<file path="config.mk">
export PLATFORM = sky130hd
export DESIGN_NAME = feature_collector
export DESIGN_NICKNAME = d
export VERILOG_FILES = /design/src/rtl/feature_collector.sv
export SDC_FILE = /design/constraint.sdc
export NUM_CORES = 1
export LEC_CHECK = 0
export ABC_CLOCK_PERIOD_IN_PS = 8000
export CORE_MARGIN = 2
export CORE_UTILIZATION = 23
export CTS_BUF_LIST = sky130_fd_sc_hd__clkbuf_8
export CTS_CLUSTER_SIZE = 10
export DETAILED_ROUTE_END_ITERATION = 16
export SLEW_MARGIN = 0
export SYNTH_ARGS = -nofsm -noshare
export SYNTH_HDL_FRONTEND = slang
export SYNTH_SLANG_ARGS = --single-unit
</file>
<file path="constraint.sdc">
create_clock -name clk -period 8 [get_ports clk]
set_clock_uncertainty 0.15 [all_clocks]
set_input_delay 0.8 -clock clk [delete_from_list [all_inputs] [get_ports clk]]
set_output_delay 0.8 -clock clk [all_outputs]
set_load 0.02 [all_outputs]
</file>
<file path="src/rtl/feature_collector.sv">
// ============================================================================
// Module   : feature_collector
// Brief    : Show-ahead feature-address buffer with event/feature/drop stats.
// Revision : 1.0
// ============================================================================
`default_nettype none

module feature_collector #(
    parameter int ADDR_WIDTH   = 16,
    parameter int FIFO_DEPTH   = 16,
    parameter int COUNT_WIDTH  = 32,
    parameter int DROP_ON_FULL = 0
) (
    input  logic                          clk,
    input  logic                          rst_n,
    input  logic                          in_isfeature,
    input  logic [ADDR_WIDTH-1:0]         in_feature_addr,
    input  logic                          in_feature_valid,
    output logic                          ready_for_new_feature,
    output logic [ADDR_WIDTH-1:0]         out_feature_addr,
    output logic                          out_feature_valid,
    input  logic                          out_feature_ready,
    output logic [$clog2(FIFO_DEPTH):0]   fill_level,
    output logic [COUNT_WIDTH-1:0]        event_count,
    output logic [COUNT_WIDTH-1:0]        feature_count,
    output logic [COUNT_WIDTH-1:0]        drop_count,
    output logic                          overflow,
    input  logic                          clear_stats
);

    localparam int                     PTR_W     = $clog2(FIFO_DEPTH);
    localparam logic [PTR_W:0]         C_DEPTH   = (PTR_W+1)'(FIFO_DEPTH);
    localparam logic [PTR_W-1:0]       C_PTR_ONE = PTR_W'(1);
    localparam logic [PTR_W:0]         C_FILL_ONE = (PTR_W+1)'(1);
    localparam logic [COUNT_WIDTH-1:0] C_CNT_MAX = '1;
    localparam logic [COUNT_WIDTH-1:0] C_CNT_ONE = COUNT_WIDTH'(1);

    logic [ADDR_WIDTH-1:0]  r_mem [FIFO_DEPTH];
    logic [PTR_W-1:0]       r_wr_ptr;
    logic [PTR_W-1:0]       r_rd_ptr;
    logic [PTR_W:0]         r_fill;
    logic [COUNT_WIDTH-1:0] r_event_cnt;
    logic [COUNT_WIDTH-1:0] r_feature_cnt;
    logic [COUNT_WIDTH-1:0] r_drop_cnt;
    logic                   r_overflow;

    logic w_full;
    logic w_empty;
    logic w_ready;
    logic w_accept;
    logic w_pop;
    logic w_push;
    logic w_drop;

    assign w_full  = (r_fill == C_DEPTH);
    assign w_empty = (r_fill == '0);
    assign w_ready = (DROP_ON_FULL != 0) ? 1'b1 : !w_full;

    assign w_accept = in_feature_valid && w_ready;
    assign w_pop    = !w_empty && out_feature_ready;
    // A full buffer can still take a feature when the head leaves on the same edge.
    assign w_push   = w_accept && in_isfeature && (!w_full || w_pop);
    assign w_drop   = w_accept && in_isfeature && w_full && !w_pop;

    // Storage is reset so the head reads zero out of reset.
    always_ff @(posedge clk or negedge rst_n) begin
        if (!rst_n) begin
            for (int k = 0; k < FIFO_DEPTH; k++) begin
                r_mem[k] <= '0;
            end
        end else if (w_push) begin
            r_mem[r_wr_ptr] <= in_feature_addr;
        end
    end

    always_ff @(posedge clk or negedge rst_n) begin
        if (!rst_n) begin
            r_wr_ptr <= '0;
            r_rd_ptr <= '0;
            r_fill   <= '0;
        end else begin
            if (w_push) begin
                r_wr_ptr <= r_wr_ptr + C_PTR_ONE;
            end
            if (w_pop) begin
                r_rd_ptr <= r_rd_ptr + C_PTR_ONE;
            end
            case ({w_push, w_pop})
                2'b10:   r_fill <= r_fill + C_FILL_ONE;
                2'b01:   r_fill <= r_fill - C_FILL_ONE;
                default: r_fill <= r_fill;
            endcase
        end
    end

    always_ff @(posedge clk or negedge rst_n) begin
        if (!rst_n) begin
            r_event_cnt   <= '0;
            r_feature_cnt <= '0;
            r_drop_cnt    <= '0;
            r_overflow    <= 1'b0;
        end else if (clear_stats) begin
            r_event_cnt   <= '0;
            r_feature_cnt <= '0;
            r_drop_cnt    <= '0;
            r_overflow    <= 1'b0;
        end else begin
            if (w_accept && (r_event_cnt != C_CNT_MAX)) begin
                r_event_cnt <= r_event_cnt + C_CNT_ONE;
            end
            if (w_push && (r_feature_cnt != C_CNT_MAX)) begin
                r_feature_cnt <= r_feature_cnt + C_CNT_ONE;
            end
            if (w_drop) begin
                r_overflow <= 1'b1;
                if (r_drop_cnt != C_CNT_MAX) begin
                    r_drop_cnt <= r_drop_cnt + C_CNT_ONE;
                end
            end
        end
    end

    assign ready_for_new_feature = w_ready;
    assign out_feature_valid     = !w_empty;
    assign out_feature_addr      = r_mem[r_rd_ptr];
    assign fill_level            = r_fill;
    assign event_count           = r_event_cnt;
    assign feature_count         = r_feature_cnt;
    assign drop_count            = r_drop_cnt;
    assign overflow              = r_overflow;

endmodule

`default_nettype wire

</file>
======== Word level (Yosys, flattened, before mapping) ========
Cells that the tools add are included.
Widths: inputs -> output; s select.
word-level totals
  bits in latches ......................... 0
  register bits ........................... 366
  memory bits (read-only) ................. 0
  memories kept ........................... 0
  bits in writable memories ............... 0
operators by class
  $mul .................................... 0
  div/mod/pow operators ................... 0
  equal/unequal tests ..................... 6
  magnitude comparators ................... 3
  add/subtract/negate cells ............... 7
  shift operators ......................... 0
  reduce and logical (&&, ||, !) cells .... 20
  muxes and demuxes ....................... 16
  bitwise operators ....................... 2
operators by type and width
  kind                   number
  $bwmux 256             1
  $mux 32                7
  $add 32x1->32 const B  3
  $ne 32x32->1 const B   3
  $bmux 16 s4            1
  $demux 16 s4           1
  $mux 16                3
  $ge 5x5->1 const B     2
  $not 4->5              2
  $pmux 5 s2             1
  $reduce_bool 2->1      5
  $logic_and 1x1->1      9
  $add 4x1->4 const B    2
  $add 5x1->5 const B    1
  $eq 5x5->1 const B     1
  $logic_not 5->1        1
  $lt 5x1->1 const B     1
  $sub 5x1->5 const B    1
  $logic_not 1->1        3
  $eq 2x1->1 const B     1
  $eq 2x2->1 const B     1
  $mux 1                 2
  $reduce_and 2->1       1
  $logic_or 1x1->1       1

======== Depth between registers and ports, before layout ========
  depth after elaboration ................. 8
  depth in mapped cells ................... 14

======== Worst setup path after synthesis ========
OpenSTA, ideal clock, no wires.
  kind .................................... register to register
  start point ............................. register r_fill[2] (netlist: fill_level[2])
  end point ............................... register r_fill[4] (netlist: fill_level[4])
  stages on the path, launching flop included .. 15
  data required time ...................... 7.725 ns
  data arrival time ....................... 2.877 ns
  path slack .............................. 4.848 ns
  cells stage by stage .................... dfrtp_1 buf_2 nor4_4 nand2_1 and2_1 clkbuf_1 ha_1 clkbuf_1 xor2_1 ha_1 o211ai_1 a21oi_1 a31oi_1 nor2_1 xnor2_1
on the way
  longest elaborated chain between the ends .. 7
  elaborated cells between the ends (all ways) .. 15
  classes of those cells .................. add/sub (2); eq/ne (3); mux (1); reduce/logical (9)
RTL lines
  what                                             RTL line  RTL
  start, declared                                  41        logic [PTR_W:0] r_fill;
  start signal, assigned                           89        2'b10: r_fill <= r_fill + C_FILL_ONE;
  start signal, assigned                           90        2'b01: r_fill <= r_fill - C_FILL_ONE;
  start signal, assigned                           91        default: r_fill <= r_fill;
  $logic_not 5->1 *                                56        assign w_empty = (r_fill == '0);
  $logic_not 1->1 *                                n/a
  net out_feature_valid                            21        output logic out_feature_valid,
  $logic_and 1x1->1 *                              60        assign w_pop = !w_empty && out_feature_ready;
  net w_pop                                        51        logic w_pop;
  $logic_or 1x1->1                                 62        assign w_push = w_accept && in_isfeature && (!w_full || w_pop);
  $logic_and 1x1->1                                62
  $eq 2x1->1 or $eq 2x2->1 (tied branches)         88        case ({w_push, w_pop})
  $pmux 5 s2 or $reduce_bool 2->1 (tied branches)  n/a
Mark *: on every way through the listed nets, which the timed path passes. The rest lies on a longest branch.
A chain may end at the register's enable or synchronous reset.

======== Final worst setup path ========
  start point ............................. register r_rd_ptr[0]
  end point ............................... output out_feature_addr[2]
on the way
  longest elaborated chain between the ends .. 4
RTL lines
  what                                        RTL line  RTL
  start, declared                             40        logic [PTR_W-1:0] r_rd_ptr;
  start signal, assigned                      86        r_rd_ptr <= r_rd_ptr + C_PTR_ONE;
  $not 4->5 (not written as such)             125       assign out_feature_addr = r_mem[r_rd_ptr];
  $bmux 16 s4                                 125
  $mux 16 (not written as such) (2 in a row)  125
  end, declared                               20        output logic [ADDR_WIDTH-1:0] out_feature_addr,
No other way between the ends. The select of a mux whose other input is x is not followed.

==> flow_summary.ini <==
[pwr]
power-per-cell-area_nw_per_um2 = 327
power.total_mw = 6.78
ir_worst_vdd_uv = 143
cellLeakagePower_nw = 8.61

[worst_hold_path]
min-delay-path-class = reg -> reg
min_path_cells = 1

[finish]
final_util = 0.285
finalNonFillerCells = 2367
layout.cells.most_common_list = sky130_fd_sc_hd__dfrtp_1 (364), sky130_fd_sc_hd__mux2_2 (264), sky130_fd_sc_hd__clkdlybuf4s50_1 (139)
n_fill_cell = 7392
layout_commonest_cell = sky130_fd_sc_hd__dfrtp_1
post-route-cell-area_um2 = 20700
fin_nets = 1394
syn_to_final_growth_pct = 22.6
drive_above_1_share = 0.355

[setup_path]
worstSetupStartpointType = register
r2r.worst_path.cells = 6
cp_data_arrival_time_ns = 3.91
cp.required_ns = 7.05
reg2reg_setup_slack_ns = 4.67
worstPathMaxFanout = 42
worstSetupEndpointType = output port
critical_path_class = reg -> out

[floorplanning]
core_area_um2 = 72800
placementRows = 99
floorplan.initialDensity = 0.232
die_area_um2 = 75700
fp.dieW_um = 275
chip_height_um = 275
ioPinCount = 142

[drt]
dr.first_iter.drc_count = 568
vias = 10800
dr.pass1.iters = 5
drc = 0
wirelength_mm = 42.8
post_drt_wl_per_cell_um = 18.1
detail_route.vias_per_cell = 4.56
route.antenna.remaining_nets = 0

[sta]
measured_slew_at_the_worst_slew_check_pin_ns = 1.17
finalCriticalPeriod_ns = 4.86
timing_max_transition_violations_final = 0
max_freq_mhz = 206
worst_hold_margin_ns = 0.348
max_slew_margin = 0.219
setup_violations = 0
worst_slack_ns = 3.14
rsz0062_at_grt = no
final.setup.tns_ns = 0
post-route-period-util = 0.607
final_hold_viol_count = 0

[global_route]
grt_use_met2 = 0.191
grt.met1_usage = 0.140
grt_pass1_wl_mm = 67.6
grt_antenna_before_repair = 3
grt_remaining_overflow = 0
grt_max_degree = 148
grt_most_used_layer = met2
first_global_vias = 11600
global_route.usage.total = 0.115
grt_use_met3 = 0.0315

[synth]
synth-seq-cells = 366
mapped_cells = 1199
syn_avg_cell_area_um2 = 14.1
mappedNetlistNets = 1232
yosys.area.top_type_share = 0.542
yosys-top-cells-area = sky130_fd_sc_hd__dfrtp_1 (54%), sky130_fd_sc_hd__mux2_2 (18%), sky130_fd_sc_hd__mux4_2 (11%)
synth-edff-count = 0
synth_largest_area_cell = sky130_fd_sc_hd__dfrtp_1
synth_ff_type = sky130_fd_sc_hd__dfrtp_1
synth.lib_cells_used.distinct = 60
ys_async_sr_fraction = 1.00
synth_seq_area_share = 0.542
mappedNetlistArea_um2 = 16900
yosys_warn_count = 0

[cts]
clock_network_latency_to_the_later_pin_of_the_worst_skew_pair_ns = 0.64
cts_hold_buf = 1
numCtsBuffers = 71
clk_sinks = 366
htreeDepth = 3
worst_setup_hold_path_clk_slew_ns = 0.06
post_cts_resize_count = 0
cts-root-buf = sky130_fd_sc_hd__clkbuf_8
cts_tree = done
cts_max_path_buffers = 3
post-cts-setup-buffer-count = 0

[outcome]
outcome = completed

[placed_design]
dp_worst_setup_slack_ns = 3.65
dp.cells = 2246
buffers_on_ports = 141
place.gp.congestion = 0.763
placed_cell_area_um2 = 19400
place_hpwl_mm = 26.4

[job]
drv.max_cap_violation_count = 0
[worst paths after layout]
check / start / endpoint
worst max-delay path: r_rd_ptr[0] / out_feature_addr[2]
worst min-delay path: drop_count[22] / drop_count[22]
worst max register to register: fill_level[1] / r_mem[11]
worst min register to register: drop_count[22] / drop_count[22]
max in group asynchronous: rst_n / overflow
min in group asynchronous: rst_n / r_mem[172]
[kinds of logic (layout without fill, tap and decap cells)]
group                    Yosys count  in the layout  synth area share
AO/OA/AOI/OAI                    120            120            0.0469
adder cells (fa/ha/maj)           11             11           0.00814
flip-flops                       366            366             0.542
buffers and inverters             90            298            0.0235
other                              0              1                 0
multiplexers                     346            346             0.284
AND/OR/NAND/NOR                  246            246            0.0860
XOR/XNOR                          20             20            0.0104
[registers in the layout, summed over array words and instances, names as in the netlist]
name / cells
fill_level: 5
feature_count: 32
event_count: 32
overflow: 1
r_mem: 256
drop_count: 32
r_rd_ptr: 4
r_wr_ptr: 4
[critical path: stages, from the launching register on]
cell                              delay, ns
sky130_fd_sc_hd__dfrtp_4               0.77
sky130_fd_sc_hd__buf_4                 0.77
sky130_fd_sc_hd__mux4_2                0.59
sky130_fd_sc_hd__mux4_2                0.47
sky130_fd_sc_hd__clkdlybuf4s50_1       0.65
[synth_stat cells (4+ instances only)]
library cell               number
sky130_fd_sc_hd__dfrtp_1      366
sky130_fd_sc_hd__mux2_2       264
sky130_fd_sc_hd__mux4_2        80
sky130_fd_sc_hd__a21oi_1       43
sky130_fd_sc_hd__clkbuf_1      43
sky130_fd_sc_hd__nor2b_1       40
sky130_fd_sc_hd__nand2_1       35
sky130_fd_sc_hd__nor2_1        31
sky130_fd_sc_hd__nand3_1       27
sky130_fd_sc_hd__o21ai_0       27
sky130_fd_sc_hd__or3_1         24
sky130_fd_sc_hd__buf_2         22
sky130_fd_sc_hd__nand4_1       21
sky130_fd_sc_hd__o31ai_1       16
sky130_fd_sc_hd__or4_1         15
sky130_fd_sc_hd__inv_1         14
sky130_fd_sc_hd__nor2_2        12
sky130_fd_sc_hd__ha_1          11
sky130_fd_sc_hd__xnor2_1       11
sky130_fd_sc_hd__and4_1         9
sky130_fd_sc_hd__xor2_1         9
sky130_fd_sc_hd__or2_2          7
sky130_fd_sc_hd__buf_4          6
sky130_fd_sc_hd__o211ai_1       6
sky130_fd_sc_hd__a31o_2         4
sky130_fd_sc_hd__and3_1         4
sky130_fd_sc_hd__nor4_1         4
[per-layer routing]
metal,vias up,share of wire
li1,4799,-
met1,5654,0.42
met2,241,0.49
met3,89,0.057
met4,4,0.031
met5,-,0.00054
[cell type report]
| cell class | instances | area (um^2) | share of cell area |
|---|---|---|---|
| multi-input combinational | 743 | 7360 | 0.355 |
| sequential | 366 | 9160 | 0.442 |
| clock buffer | 79 | 1090 | 0.0525 |
| tap | 959 | 1200 | 0.0579 |
| clock inverter | 40 | 259 | 0.0125 |
| timing repair buffer | 165 | 1610 | 0.0776 |
| antenna | 1 | 2.50 | 0.000121 |
| inverter | 14 | 52.6 | 0.00254 |
[power by group]
part | internal, mW | switching, mW
logic | 1.28 | 0.876
registers | 2.44 | 0.397
clock network | 0.950 | 0.841
No activity file was read; power rests on OpenSTA's default activity.
